==> src/rtl/smf_frame_sequencer.sv <==
// Frame sequencer for the switching median filter: paces the raster stream, flags full
// 3x3 windows with border masks, and tags results through the stage pipeline.
module smf_frame_sequencer #(
    parameter int IMG_W    = 256,
    parameter int IMG_H    = 256,
    parameter int PIPE_LAT = 3,
    parameter int CW       = 9
) (
    input  logic          Clk,
    input  logic          Rst,
    input  logic          Start,
    input  logic          In_Valid,
    output logic          In_Ready,
    input  logic          Out_Ready,
    output logic          Line_Shift,
    output logic          Stage_En,
    output logic          Win_Valid,
    output logic [8:0]    Border_Mask,
    output logic          Out_Valid,
    output logic [CW-1:0] Out_Row,
    output logic [CW-1:0] Out_Col,
    output logic          Busy,
    output logic          Frame_Done
);

    // state | meaning
    // IDLE  | waiting for Start
    // PRIME | filling line buffers, no complete window yet
    // RUN   | accepting pixels, windows valid
    // FLUSH | IMG_W+1 data-less shifts to push out the last row's windows
    // DRAIN | stages run until the tag pipe is empty
    localparam logic [2:0] IDLE  = 3'd0;
    localparam logic [2:0] PRIME = 3'd1;
    localparam logic [2:0] RUN   = 3'd2;
    localparam logic [2:0] FLUSH = 3'd3;
    localparam logic [2:0] DRAIN = 3'd4;

    localparam int NPIX = IMG_W * IMG_H;
    localparam int SW   = $clog2(NPIX + IMG_W + 1);

    localparam logic [SW-1:0] S_PRIME_END = SW'(IMG_W);
    localparam logic [SW-1:0] S_WIN_FIRST = SW'(IMG_W + 1);
    localparam logic [SW-1:0] S_LAST_PIX  = SW'(NPIX - 1);
    localparam logic [SW-1:0] S_LAST      = SW'(NPIX + IMG_W);
    localparam logic [CW-1:0] ROW_LAST    = CW'(IMG_H - 1);
    localparam logic [CW-1:0] COL_LAST    = CW'(IMG_W - 1);

    logic [2:0]          state_q, state_d;
    logic [SW-1:0]       s_q, s_d;
    logic [CW-1:0]       row_q, row_d;
    logic [CW-1:0]       col_q, col_d;
    logic [PIPE_LAT-1:0] pv_q, pv_d;
    logic [CW-1:0]       pr_q [PIPE_LAT];
    logic [CW-1:0]       pr_d [PIPE_LAT];
    logic [CW-1:0]       pc_q [PIPE_LAT];
    logic [CW-1:0]       pc_d [PIPE_LAT];
    logic                frame_done_q, frame_done_d;
    logic                active;

    always_comb begin
        active     = (state_q != IDLE);
        Stage_En   = active & Out_Ready;
        In_Ready   = Out_Ready & ((state_q == PRIME) | (state_q == RUN));
        Line_Shift = Stage_En & ((In_Valid & In_Ready) | (state_q == FLUSH));
        Win_Valid  = Line_Shift & (s_q >= S_WIN_FIRST);

        Border_Mask = '0;
        if (Win_Valid) begin
            if (row_q == '0)       Border_Mask = Border_Mask | 9'h007;
            if (row_q == ROW_LAST) Border_Mask = Border_Mask | 9'h1C0;
            if (col_q == '0)       Border_Mask = Border_Mask | 9'h049;
            if (col_q == COL_LAST) Border_Mask = Border_Mask | 9'h124;
        end

        Out_Valid  = pv_q[PIPE_LAT-1];
        Out_Row    = Out_Valid ? pr_q[PIPE_LAT-1] : '0;
        Out_Col    = Out_Valid ? pc_q[PIPE_LAT-1] : '0;
        Busy       = active;
        Frame_Done = frame_done_q;
    end

    always_comb begin
        state_d      = state_q;
        s_d          = s_q;
        row_d        = row_q;
        col_d        = col_q;
        pv_d         = pv_q;
        pr_d         = pr_q;
        pc_d         = pc_q;
        frame_done_d = 1'b0;

        if (Line_Shift) s_d = s_q + 1'b1;

        if (Win_Valid) begin
            if (col_q == COL_LAST) begin
                col_d = '0;
                row_d = row_q + 1'b1;
            end else begin
                col_d = col_q + 1'b1;
            end
        end

        // Stage_En cycles without a window push a bubble into the tag pipe
        if (Stage_En) begin
            pv_d[0] = Win_Valid;
            pr_d[0] = row_q;
            pc_d[0] = col_q;
            for (int i = 1; i < PIPE_LAT; i++) begin
                pv_d[i] = pv_q[i-1];
                pr_d[i] = pr_q[i-1];
                pc_d[i] = pc_q[i-1];
            end
        end

        case (state_q)
            IDLE: begin
                if (Start) begin
                    state_d = PRIME;
                    s_d     = '0;
                    row_d   = '0;
                    col_d   = '0;
                end
            end
            PRIME: if (Line_Shift && (s_q == S_PRIME_END)) state_d = RUN;
            RUN:   if (Line_Shift && (s_q == S_LAST_PIX))  state_d = FLUSH;
            FLUSH: if (Line_Shift && (s_q == S_LAST))      state_d = DRAIN;
            DRAIN: begin
                // leave as the last result is taken so Frame_Done follows it directly
                if (pv_d == '0) begin
                    state_d      = IDLE;
                    frame_done_d = 1'b1;
                end
            end
            default: state_d = IDLE;
        endcase
    end

    always_ff @(posedge Clk or posedge Rst) begin
        if (Rst) begin
            state_q      <= IDLE;
            s_q          <= '0;
            row_q        <= '0;
            col_q        <= '0;
            pv_q         <= '0;
            frame_done_q <= 1'b0;
            for (int i = 0; i < PIPE_LAT; i++) begin
                pr_q[i] <= '0;
                pc_q[i] <= '0;
            end
        end else begin
            state_q      <= state_d;
            s_q          <= s_d;
            row_q        <= row_d;
            col_q        <= col_d;
            pv_q         <= pv_d;
            frame_done_q <= frame_done_d;
            for (int i = 0; i < PIPE_LAT; i++) begin
                pr_q[i] <= pr_d[i];
                pc_q[i] <= pc_d[i];
            end
        end
    end

endmodule

==> config.mk <==
export PLATFORM = sky130hd
export DESIGN_NAME = smf_frame_sequencer
export DESIGN_NICKNAME = d
export VERILOG_FILES = /design/src/rtl/smf_frame_sequencer.sv
export SDC_FILE = /design/constraint.sdc
export NUM_CORES = 1
export LEC_CHECK = 0
export CAP_MARGIN = 20
export CORE_MARGIN = 2
export CORE_UTILIZATION = 35
export CTS_CLUSTER_DIAMETER = 60
export DETAILED_ROUTE_END_ITERATION = 8
export PLACE_DENSITY_LB_ADDON = 0.1
export SLEW_MARGIN = 20
export SYNTH_ARGS = -nofsm -noshare
export SYNTH_HDL_FRONTEND = slang
export SYNTH_SLANG_ARGS = --single-unit
==> constraint.sdc <==
create_clock -name Clk -period 3.15 [get_ports Clk]
set_clock_uncertainty 0.1 [all_clocks]
set_input_delay 0.4725 -clock Clk [delete_from_list [all_inputs] [get_ports Clk]]
set_output_delay 0.4725 -clock Clk [all_outputs]
set_load 0.02 [all_outputs]
==> reports/results.ini <==
[clock_tree]
numCtsBuffers=9
clk_pin_slew_ns=0.06
cts_root_buffer=clkbuf_16
clk_path_buf_depth=2
cts_hold_buf=0
clock_latency_ns=0.35
cts_tree=yes
clock_sinks=96
h-tree-depth=3

[setup_path]
critPathMaxStageDelay_ns=0.56
cp_cell_sequence=or4_1 > nand3b_4 > o21ai_4 > nor2_1 > clkdlybuf4s50_1
r2r_end=col_q[5]$_DFF_PP0_
cp.required_ns=2.58
critPathKind=flop to output pin
rr_worst_depth=5
slowest_stage=or4_1
cp_max_fo=5
regToRegStartpoint=s_q[13]$_DFF_PP0_
worstPathArrival_ns=2.47
crit_path_start_kind=flop
reg2reg_slack_ns=0.91
cp-end-kind=output pin

[timing]
fmax_ghz=0.328
finalCritPeriodShare_pct=96.7
fin_crit_ns=3.04
hold_violations=0
rsz0062_at_grt=no
worst_pin_slew_ns=0.635
fin_tns_setup_ns=0
fin_ws_ns=0.106
relSlewSlack_pct=57.6
slew_violations=0
setup_viol=0

[logic_synthesis]
synth_nets=523
synth.distinct_cells=49
syn_area_per_cell_um2=8.95
synth_seq_cells=96
async_flop_share_pct=100
synth_edf_count=0
ys.flop_type=dfrtp_1
synth_cells=509
yosysWarningCount=0
ys_seq_area_share_pct=52.8
synthesis.area_mm2=0.00455

[placement]
dp_hpwl_um=6470
place.gp.congestion=0.848
port_buffers=37
dp_slack_ns=0.0211
dp.cells=708

[status]
status=completed

[die]
rows=41
pin_count=39
die_w_um=118
dieArea_mm2=0.0139
core_area_mm2=0.0127
die_h_um=118
start_util_pct=35.9

[power_and_ir_drop]
leakagePower_nw=2.70
ir_drop_mv=0.279
power_density_mw_per_mm2=537

[drt]
drt_iter0_drc=227
post_drt_wl_per_cell_um=13.1
drc=0
vias=3408
drt_first_pass_iters=4
wl_um=9500
vias_per_cell=4.69
drtAntennaViolNets=0

[cells_and_area]
antenna_cells=0
layout.cells.non_filler=727
final_layout_size_suffix_gt1_share_pct=8.29
syn2layout_area_growth_pct=20.6
fillers=1287
nNetsFinal=564

[grt]
grt_pass1_vias=3333
grt_pass1_wl_um=16400
antenna_found_initial=0
grt_max_degree=65
grt_use_total_pct=14.6
gr-total-overflow=0

[worst_hold_path]
min_from=pc_q[4]$_DFFE_PP0P_
holdPathStages=2
min_path_type=flop to flop
hold_end=pc_q[4]$_DFFE_PP0P_

[flow_run]
max_cap_viol_count=0

-- sequential cells by signal, summed over array words and instances, names as in the netlist --
signal	count
pv_q	3
pr_q	27
pc_q	27
row_q	9
s_q	17
Frame_Done	1
state_q	3
col_q	9
-- cell type report --
class | instances | area (µm²) | share of cell area [%]
Sequential cell | 96 | 2400 | 43.8
Multi-Input combinational cell | 368 | 1980 | 36.1
Timing Repair Buffer | 54 | 509 | 9.28
Clock buffer | 12 | 246 | 4.49
Tap cell | 172 | 215 | 3.92
Inverter | 21 | 83.8 | 1.53
Clock inverter | 4 | 52.6 | 0.957
-- how the worst max path moves through the flow --
stage | from | to | slack, ns | depth (start not counted)
2_1_floorplan | Rst | Frame_Done$_DFF_PP0_ | 0.07 | 1
3_3_place_gp | In_Valid | Border_Mask[0] | 0.05 | 8
3_5_place_dp | In_Valid | Border_Mask[2] | 0.02 | 8
4_1_cts | s_q[0]$_DFF_PP0_ | Border_Mask[7] | 0.01 | 7
5_1_grt | s_q[0]$_DFF_PP0_ | Border_Mask[5] | 0.01 | 7
6_report | s_q[13]$_DFF_PP0_ | Border_Mask[3] | 0.11 | 5
-- cells by family (layout without fill, tap and decap cells) --
kind of cell,Yosys count,count (layout),synth area share (%)
compound gates,48,48,7.23
simple gates,289,289,29.2
fa+ha+maj,10,10,2.69
mux,4,4,0.879
other cells,1,1,0.0824
flops,96,96,52.8
xor+xnor,16,16,3.08
buf+inv,45,91,4.04
-- worst max-delay path: cells and delay by family (launching register included) --
family | cells | cell delay [ns]
AOI/OAI and AO/OA | 1 | 0.25
buffers and inverters | 1 | 0.56
DFF | 1 | 0.41
and+or+nand+nor | 3 | 0.91
-- Yosys cell counts, types with 2 or more instances --
| cell | count | area (µm²) |
|---|---|---|
| o31ai_1 | 3 | 22.5 |
| nand4_1 | 9 | 56.3 |
| xnor2_1 | 11 | 96.3 |
| buf_2 | 4 | 20.0 |
| nor3_1 | 9 | 45.0 |
| o21ai_0 | 8 | 40.0 |
| nand2_1 | 175 | 657 |
| xor2_1 | 5 | 43.8 |
| and3_1 | 6 | 37.5 |
| buf_4 | 2 | 15.0 |
| or3_1 | 4 | 25.0 |
| nor2b_1 | 9 | 56.3 |
| ha_1 | 9 | 113 |
| a211oi_1 | 3 | 22.5 |
| nand3_1 | 12 | 60.1 |
| or4_1 | 5 | 37.5 |
| dfrtp_1 | 96 | 2400 |
| nor4_1 | 5 | 31.3 |
| nor2_1 | 28 | 105 |
| o21ai_1 | 7 | 35.0 |
| a21oi_1 | 15 | 75.1 |
| buf_1 | 2 | 7.51 |
| mux2i_1 | 4 | 40.0 |
| and2_1 | 18 | 113 |
| inv_1 | 18 | 67.6 |
| inv_2 | 2 | 7.51 |
| clkbuf_1 | 16 | 60.1 |
| and4_1 | 3 | 26.3 |
-- where the power goes --
group | total, W | internal, W | switching, W
Clock | 0.00110 | 0.000641 | 0.000463
Sequential | 0.00146 | 0.00134 | 0.000117
Combinational | 0.000391 | 0.000153 | 0.000238
-- metal layers --
layer / vias to the layer above / track usage (%) / share of wire [%]
met3: 13 / 2.96 / 3.0
met1: 1603 / 19.5 / 48
met5: - / 0 / 0
met4: 0 / 7.00 / 2.2
li1: 1754 / - / -
met2: 38 / 22.9 / 46
-- placed cells by master, fill, tap and decap left out, types with 2 or more instances in the layout --
| cell | count |
|---|---|
| o31ai_1 | 3 |
| o21ai_0 | 8 |
| xor2_1 | 5 |
| dfrtp_1 | 96 |
| nor2b_1 | 9 |
| inv_2 | 2 |
| nand2_1 | 174 |
| clkbuf_16 | 9 |
| clkdlybuf4s50_1 | 30 |
| dlymetal6s2s_1 | 2 |
| clkbuf_1 | 2 |
| a211oi_1 | 3 |
| or4_1 | 5 |
| nor2_1 | 28 |
| buf_4 | 16 |
| and3_1 | 6 |
| o21ai_1 | 6 |
| and2_1 | 18 |
| dlygate4sd2_1 | 5 |
| a21oi_1 | 15 |
| nand4_1 | 9 |
| or3_1 | 4 |
| inv_1 | 17 |
| and4_1 | 3 |
| nor3_1 | 9 |
| nand3_1 | 12 |
| mux2i_1 | 4 |
| ha_1 | 9 |
| inv_4 | 2 |
| xnor2_1 | 11 |
| nor4_1 | 5 |
-- what timing repair did --
item	4_1_cts	5_1_grt
pin swaps	1	2
setup buffers	0	3
setup endpoints to repair	8	3
gates resized for setup	7	2
-- stage by stage --
| step | hold slack (ns) | utilization, % | power, W | cell area, µm² |
|---|---|---|---|---|
| CTS | 0.368 | 43.1 | 0.00300 | 5460 |
| floorplan | 0.337 | - | 0.00174 | 4550 |
| finish | 0.364 | 43.3 | 0.00295 | 5490 |
| detailed placement | 0.352 | 40.7 | 0.00187 | 5160 |
| global placement | 0.348 | 40.7 | 0.00187 | 5160 |
| global route | 0.387 | 43.3 | 0.00313 | 5490 |
Note: power is estimated with default switching activity, not from simulation.
